--- src/rtl/fpd_pkg.sv ---
// Shared definitions for the FFT peak detector: bin geometry, magnitude
// width, FSM state type and a helper that splits a packed bin into its
// real and imaginary fields.
package fpd_pkg;

  localparam int NUM_BINS = 16;
  localparam int IDX_W    = 4;
  localparam int MAG_W    = 32;
  localparam int COMP_W   = 16;

  typedef enum logic [1:0] {
    IDLE,
    CALC,
    DONE
  } fpd_state_t;

  typedef struct packed {
    logic signed [COMP_W-1:0] re;
    logic signed [COMP_W-1:0] im;
  } fpd_bin_t;

  // Packed bin layout: [31:16] real, [15:0] imaginary.
  function automatic fpd_bin_t fpd_unpack(input logic [2*COMP_W-1:0] bin);
    fpd_bin_t b;
    b.re = bin[2*COMP_W-1:COMP_W];
    b.im = bin[COMP_W-1:0];
    return b;
  endfunction

endpackage

--- src/rtl/fpd_mag_sq.sv ---
// Squared magnitude of one complex bin: re^2 + im^2, unsigned result.
// The largest result, 2 * (-2^(DATA_W-1))^2 = 2^(2*DATA_W-1), fits in
// 2*DATA_W unsigned bits, so the sum needs no extra carry bit.
module fpd_mag_sq #(
  parameter int DATA_W = 16
) (
  input  logic signed [DATA_W-1:0]   re_i,
  input  logic signed [DATA_W-1:0]   im_i,
  output logic        [2*DATA_W-1:0] mag_o
);

  logic signed [2*DATA_W-1:0] re_x;
  logic signed [2*DATA_W-1:0] im_x;
  logic signed [2*DATA_W-1:0] re_sq;
  logic signed [2*DATA_W-1:0] im_sq;

  // Sign-extend, square each component, then add as unsigned.
  always_comb begin
    re_x  = (2*DATA_W)'(re_i);
    im_x  = (2*DATA_W)'(im_i);
    re_sq = re_x * re_x;
    im_sq = im_x * im_x;
    mag_o = $unsigned(re_sq) + $unsigned(im_sq);
  end

endmodule

--- src/rtl/fft_peak_detect.sv ---
// FFT peak detector: captures 16 complex bins on fft_valid, walks them one
// per cycle through a single squarer pair, and reports the index of the
// strongest bin on freq with a one-cycle done strobe, 17 cycles after the
// frame was sampled. Ties resolve to the lowest index.
// Build option: define FPD_SKIP_DC_EN to exclude bin 0 from the search
// (search then starts from max_idx = 1, so an all-zero frame reports 1).
module fft_peak_detect
  import fpd_pkg::*;
#(
  parameter int DATA_W = 16
) (
  input  logic                  clk,
  input  logic                  rst,
  input  logic                  fft_valid,
  input  logic [2*DATA_W-1:0]   fft_d0,
  input  logic [2*DATA_W-1:0]   fft_d1,
  input  logic [2*DATA_W-1:0]   fft_d2,
  input  logic [2*DATA_W-1:0]   fft_d3,
  input  logic [2*DATA_W-1:0]   fft_d4,
  input  logic [2*DATA_W-1:0]   fft_d5,
  input  logic [2*DATA_W-1:0]   fft_d6,
  input  logic [2*DATA_W-1:0]   fft_d7,
  input  logic [2*DATA_W-1:0]   fft_d8,
  input  logic [2*DATA_W-1:0]   fft_d9,
  input  logic [2*DATA_W-1:0]   fft_d10,
  input  logic [2*DATA_W-1:0]   fft_d11,
  input  logic [2*DATA_W-1:0]   fft_d12,
  input  logic [2*DATA_W-1:0]   fft_d13,
  input  logic [2*DATA_W-1:0]   fft_d14,
  input  logic [2*DATA_W-1:0]   fft_d15,
  output logic [IDX_W-1:0]      freq,
  output logic                  done,
  output logic                  busy,
  output logic                  ovf
);

  localparam int BIN_W = 2 * DATA_W;

`ifdef FPD_SKIP_DC_EN
  localparam bit SKIP_DC = 1'b1;
`else
  localparam bit SKIP_DC = 1'b0;
`endif

  localparam logic [IDX_W-1:0] START_IDX = SKIP_DC ? IDX_W'(1) : '0;

  logic [BIN_W-1:0] bins_in [NUM_BINS];
  logic [BIN_W-1:0] frame_q [NUM_BINS];

  fpd_state_t       state_q, state_d;
  logic [IDX_W-1:0] idx_q, idx_d;
  logic [BIN_W-1:0] max_mag_q, max_mag_d;
  logic [IDX_W-1:0] max_idx_q, max_idx_d;
  logic [IDX_W-1:0] freq_q, freq_d;
  logic             done_q, done_d;
  logic             ovf_q, ovf_d;
  logic             load;

  logic [BIN_W-1:0]         cur_bin;
  logic signed [DATA_W-1:0] cur_re;
  logic signed [DATA_W-1:0] cur_im;
  logic [BIN_W-1:0]         cur_mag;
  logic                     cmp_en;

  assign bins_in[0]  = fft_d0;
  assign bins_in[1]  = fft_d1;
  assign bins_in[2]  = fft_d2;
  assign bins_in[3]  = fft_d3;
  assign bins_in[4]  = fft_d4;
  assign bins_in[5]  = fft_d5;
  assign bins_in[6]  = fft_d6;
  assign bins_in[7]  = fft_d7;
  assign bins_in[8]  = fft_d8;
  assign bins_in[9]  = fft_d9;
  assign bins_in[10] = fft_d10;
  assign bins_in[11] = fft_d11;
  assign bins_in[12] = fft_d12;
  assign bins_in[13] = fft_d13;
  assign bins_in[14] = fft_d14;
  assign bins_in[15] = fft_d15;

  // Select the bin under evaluation and split it into components.
  always_comb begin
    cur_bin = frame_q[idx_q];
    cur_re  = cur_bin[BIN_W-1:DATA_W];
    cur_im  = cur_bin[DATA_W-1:0];
  end

  fpd_mag_sq #(
    .DATA_W (DATA_W)
  ) u_mag_sq (
    .re_i  (cur_re),
    .im_i  (cur_im),
    .mag_o (cur_mag)
  );

  // With DC skipping, slot 0 still takes its cycle but never competes.
  assign cmp_en = !(SKIP_DC && (idx_q == '0));

  // Frame capture; contents only matter once a frame is accepted.
  always_ff @(posedge clk) begin
    if (load) begin
      for (int unsigned k = 0; k < NUM_BINS; k++) begin
        frame_q[k] <= bins_in[k];
      end
    end
  end

  // State and datapath registers with synchronous active-low reset.
  always_ff @(posedge clk) begin
    if (!rst) begin
      state_q   <= IDLE;
      idx_q     <= '0;
      max_mag_q <= '0;
      max_idx_q <= '0;
      freq_q    <= '0;
      done_q    <= 1'b0;
      ovf_q     <= 1'b0;
    end else begin
      state_q   <= state_d;
      idx_q     <= idx_d;
      max_mag_q <= max_mag_d;
      max_idx_q <= max_idx_d;
      freq_q    <= freq_d;
      done_q    <= done_d;
      ovf_q     <= ovf_d;
    end
  end

  // Next-state, peak tracking and result/strobe generation.
  // done and freq are registered on the edge that leaves DONE, which is
  // what places the strobe 17 edges after the sampling edge.
  always_comb begin
    state_d   = state_q;
    idx_d     = idx_q;
    max_mag_d = max_mag_q;
    max_idx_d = max_idx_q;
    freq_d    = freq_q;
    done_d    = 1'b0;
    ovf_d     = ovf_q;
    load      = 1'b0;

    case (state_q)
      IDLE: begin
        if (fft_valid) begin
          load      = 1'b1;
          idx_d     = '0;
          max_mag_d = '0;
          max_idx_d = START_IDX;
          state_d   = CALC;
        end
      end

      CALC: begin
        if (fft_valid) begin
          ovf_d = 1'b1;
        end
        if (cmp_en && (cur_mag > max_mag_q)) begin
          max_mag_d = cur_mag;
          max_idx_d = idx_q;
        end
        idx_d = idx_q + IDX_W'(1);
        if (idx_q == IDX_W'(NUM_BINS - 1)) begin
          state_d = DONE;
        end
      end

      DONE: begin
        freq_d = max_idx_q;
        done_d = 1'b1;
        if (fft_valid) begin
          load      = 1'b1;
          idx_d     = '0;
          max_mag_d = '0;
          max_idx_d = START_IDX;
          state_d   = CALC;
        end else begin
          state_d = IDLE;
        end
      end

      default: begin
        state_d = IDLE;
      end
    endcase
  end

  assign freq = freq_q;
  assign done = done_q;
  assign busy = (state_q != IDLE);
  assign ovf  = ovf_q;

endmodule

--- config.mk ---
export PLATFORM = sky130hd
export DESIGN_NAME = fft_peak_detect
export DESIGN_NICKNAME = d
export VERILOG_FILES = /design/src/rtl/fpd_pkg.sv /design/src/rtl/fpd_mag_sq.sv /design/src/rtl/fft_peak_detect.sv
export SDC_FILE = /design/constraint.sdc
export NUM_CORES = 2
export LEC_CHECK = 0
export CAP_MARGIN = 30
export CORE_UTILIZATION = 35
export CTS_CLUSTER_SIZE = 24
export DETAILED_ROUTE_END_ITERATION = 8
export GPL_TIMING_DRIVEN = 0
export PLACE_DENSITY = 0.57
export SETUP_SLACK_MARGIN = 0.2
export SLEW_MARGIN = 10
export SYNTH_ARGS = -nofsm -noshare
export SYNTH_HDL_FRONTEND = slang
export SYNTH_SLANG_ARGS = --single-unit
--- constraint.sdc ---
create_clock -name clk -period 60.7 [get_ports clk]
set_input_delay 18.21 -clock clk [delete_from_list [all_inputs] [get_ports clk]]
set_output_delay 18.21 -clock clk [all_outputs]
set_load 0.01 [all_outputs]
== After elaboration in Yosys (flattened, before gate mapping) ==
Memory sizes are Yosys's and may differ from the RTL's. A register that Yosys moved wholly into a read port is not among the register bits.
Index checks and enable logic that the tools add are counted.

* Add/sub/neg operators: 2
* $mul: 2
* Magnitude comparators: 1
* Equal/unequal tests: 7
* Mux-type cells: 18
* Reductions and logical operators: 8

{| class="wikitable"
|+ Operators by type and width
! cell !! number
|-
| multiplier 16 x 16 -> 32 bit || 2
|-
| two-way mux 32 bit || 2
|-
| case mux 32 bit (2 select lines) || 1
|-
| adder 32 bit || 1
|-
| greater-than comparator 32 bit || 1
|-
| two-way mux 4 bit || 4
|-
| case mux 4 bit (2 select lines) || 2
|-
| two-way mux 1 bit || 6
|-
| inequality test 2 bit (second input constant) || 3
|-
| case mux 2 bit (3 select lines) || 1
|-
| AND reduction 2 bit || 3
|-
| adder 4 x 1 -> 4 bit (second input constant) || 1
|-
| == test 4 bit (second input constant) || 1
|-
| two-way mux 2 bit || 2
|-
| nonzero test 2 bit || 2
|-
| AND reduction 3 bit || 1
|-
| == test 2 x 1 -> 1 bit (second input constant) || 1
|-
| == test 2 bit (second input constant) || 1
|-
| logical NOT 2 bit || 1
|-
| inequality test 2 x 1 -> 1 bit (second input constant) || 1
|-
| OR reduction 2 bit || 1
|}

* Flip-flop bits (word level): 48
* Bits in writable memories: 512
* Bits of input ports: 515
* Output and inout port bits: 7
* Word-level logic and storage cells: 46
* Memories kept: 1

{| class="wikitable"
|+ Memories
! memory !! depth !! width !! read ports !! clocked after memory_dff !! wr ports !! line !! source
|-
| frame_q || 16 || 32 || 1 || 1 || 16 || fft_peak_detect.sv:48 || <nowiki>logic [BIN_W-1:0] frame_q [NUM_BINS];</nowiki>
|}

== Longest topological paths before layout ==
* Depth in word-level cells: 6
* Depth in mapped cells: 44
* Mapped depth without buffers: 39

== Cells and area by module ==
Synthesis repeated with hierarchy kept, for this count alone.

* Cell total of the unflattened synthesis: 2885
* Area total of the unflattened synthesis: 39774.4 um^2

{| class="wikitable"
|+ By module, submodules not included
! module !! instances !! cells an instance !! area each (um^2)
|-
| fft_peak_detect || 1 || 1037 || 22032.4
|-
| fpd_mag_sq || 1 || 1848 || 17742.0
|}

== Least setup slack after synthesis ==
OpenSTA, ideal clock, no wires.

* Path kind: input -> register
* Start: input port fft_valid
* End: register (tool-made name)
* Library setup time: 0.139 ns
* Arrival: 34.053 ns
* Data required time: 60.561 ns
* Setup slack: 26.508 ns
* Stages: 6
* Buffers on the path: 1
* Path through: nand2b_1 -> inv_1 -> clkbuf_1 -> nor2_1 -> a22oi_1 -> nor2_1

{| class="wikitable"
|+ RTL lines
! item !! line !! source
|-
| from (decl) || fft_peak_detect.sv:14 || <nowiki>input logic fft_valid,</nowiki>
|}

==> flow_summary.json <==
{
  "status": "completed",
  "vias": 23970,
  "postSynthAreaPerCell_um2": 13.52,
  "final_cell_area_mm2": 0.04874,
  "rrSetupSlack_ns": 48.31,
  "first_pass_iters": 6,
  "ctsHoldBuffers": 0,
  "finalSetupViolCount": 0,
  "max_cap_viol_count": 0,
  "synth_ff_type": "edfxtp_1",
  "path_clk_slew_ns": 0.06,
  "ys_seq_elements": 564,
  "htree_num_levels": 2,
  "yosysWarningCount": 0,
  "start_util": 0.3550,
  "critPathMaxStageDelay_ns": 0.60,
  "hpwl_um": 94540,
  "cp_top_family": "buffers and inverters",
  "regToRegEndpoint": "max_mag_q[6]$_SDFFE_PN0P_",
  "required_ns": 60.98,
  "die_w_um": 338.0,
  "rr_worst_depth": 40,
  "hold_path_class": "register to register",
  "holdWs_ns": 0.4668,
  "async_reset_ff_frac": 0,
  "post_cts_buffers": 0,
  "syn-cell-area_mm2": 0.03950,
  "placementRows": 122,
  "antenna_found_initial": 39,
  "syn_nets": 4139,
  "worst_slew_pin_slew_ns": 1.064,
  "path_class": "input pin to register",
  "end_kind": "register",
  "root_buffer": "clkbuf_16",
  "overflow": 0,
  "critPathBufInv": 8,
  "wl_um": 112100,
  "drtIter0Drc": 1324,
  "grt_pass1_vias": 26010,
  "final_max_slew_viol_count": 0,
  "layout_commonest_cell": "inv_1",
  "fin_setup_tns_ns": 0,
  "io_buffers": 521,
  "maxSlewHeadroom": 0.2906,
  "die_y_um": 338.0,
  "max_freq_ghz": 0.04708,
  "place.gp.congestion": 0.8982,
  "wire_per_inst_um": 22.18,
  "path_max_fanout": 63,
  "arrival_ns": 21.51,
  "cts_sinks": 564,
  "cts_tree": "yes",
  "final_util": 0.4380,
  "crit_path_top_delay_cell": "clkbuf_4",
  "synth_edf_count": 512,
  "holdPathEnd": "max_mag_q[31]$_SDFFE_PN0P_",
  "cts_buffer_depth": 3,
  "hold_viol_final": 0,
  "rsz0062_at_grt": "false",
  "hp-start": "max_mag_q[31]$_SDFFE_PN0P_",
  "grt_pass1_wl_um": 165400,
  "grt_max_degree": 64,
  "nets": 4733,
  "insertion_delay_ns": 0.64,
  "clock_skew_ns": 0.04798,
  "cts_made_buffers": 59,
  "min_path_cells": 2,
  "avgViaCountPerCell": 4.742,
  "most-common-layout-cells": "683 x inv_1, 521 x clkdlybuf4s50_1, 519 x fa_1",
  "io_pins": 522,
  "cp_cell_sequence": "clkdlybuf4s50_1 > nand2b_1 > inv_1 > clkbuf_4 > buf_12 > buf_16 > buf_16 > buf_16 > buf_16",
  "fin_crit_sh": 0.3499,
  "crit_path_frequent_cell": "buf_16",
  "grt.total_usage": 0.2014,
  "ys_types": 64,
  "drtAntennaViolNets": 0,
  "worstSetupStartpointType": "input pin",
  "drive_above_1_share": 0.1012,
  "syn2layout_area_growth_pct": 23.38,
  "drc": 0,
  "ctsResizeCount": 0,
  "postPlaceCellArea_mm2": 0.04684,
  "core_area_mm2": 0.1113,
  "netlist_instances": 2921,
  "ys_seq_area_frac": 0.4156,
  "fin_crit_ns": 21.24,
  "dieArea_mm2": 0.1142
}
logic make-up after synthesis:
kind of cell	count (synthesis)	share of synthesized area
xor gates and xnor gates	58	0.01286
buffers and inverters	785	0.07915
and+or+nand+nor	463	0.05096
DFF	564	0.4156
adders and majority gates	703	0.3213
AOI/OAI and AO/OA	165	0.02737
muxes	183	0.09280
cell type report:
type,count,area [um2]
clock buffers,70,1568
well taps,1488,1862
repair buffers,533,5482
diodes,8,20.02
plain buffers,86,506.7
clock inverters,34,300.3
fillers,10260,62540
flip-flops and latches,564,16420
inverters,699,2624
multi-input cells,1572,19960
worst register-to-register path, delay by kind of cell (launching register included):
family,cells,cell delay [ns]
buf+inv,10,2.63
fa+ha+maj,10,4.72
compound gates,9,2.36
mux,3,1.07
simple gates,7,1.00
xor+xnor,1,0.13
flops,1,0.33
worst max path at each step:
stage | from | end | slack, ns | cells past startpoint
2_1_floorplan | fft_valid | register | 26.51 | 6
3_3_place_gp | fft_valid | register | 19.16 | 7
3_5_place_dp | fft_valid | frame_q[12][22]$_DFFE_PP_ | 38.83 | 9
4_1_cts | fft_valid | frame_q[2][25]$_DFFE_PP_ | 39.48 | 9
5_1_grt | fft_valid | frame_q[2][25]$_DFFE_PP_ | 39.27 | 9
6_report | fft_valid | frame_q[2][25]$_DFFE_PP_ | 39.46 | 9
state kept, by name (all words and copies together) (netlist names), named ones only:
signal     cells
idx_q          4
max_mag_q     32
ovf            1
done           1
state_q        2
frame_q      512
freq           4
max_idx_q      4
per-stage QoR:
stage | worst slack [ns] | cells
2_1_floorplan | 26.51 | 2921
3_3_place_gp | 19.16 | 4930
3_5_place_dp | 38.83 | 4941
4_1_cts | 39.48 | 5045
5_1_grt | 39.27 | 5052
6_report | 39.46 | 5054
cell usage after synthesis (10+ instances only):
cell type	number	area, um2
a21oi_1	60	300.3
o21ai_0	28	140.1
o21a_1	15	112.6
xor2_1	10	87.58
or3_1	23	143.9
dfxtp_1	52	1041
nand2_1	205	769.5
inv_1	683	2564
and2_1	25	156.4
buf_2	48	240.2
ha_1	184	2302
clkbuf_1	13	48.80
mux4_2	145	3266
xnor2_1	48	420.4
nor2_1	146	548.0
nand3_1	13	65.06
edfxtp_1	512	15370
buf_6	12	135.1
inv_2	12	45.04
mux2_2	16	180.2
mux2i_1	22	220.2
fa_1	519	10390
layer usage:
metal  wire [um]  global-route usage  up-vias
li1            -                   -    10740
met1       42860              0.2429    12330
met4        2826             0.05237       44
met3        6938             0.04245      168
met5         279                   0        -
met2       59190              0.3630      683
Power is not shown: default switching activity piles up to over one toggle a cycle in this logic, so the estimate is an artifact.
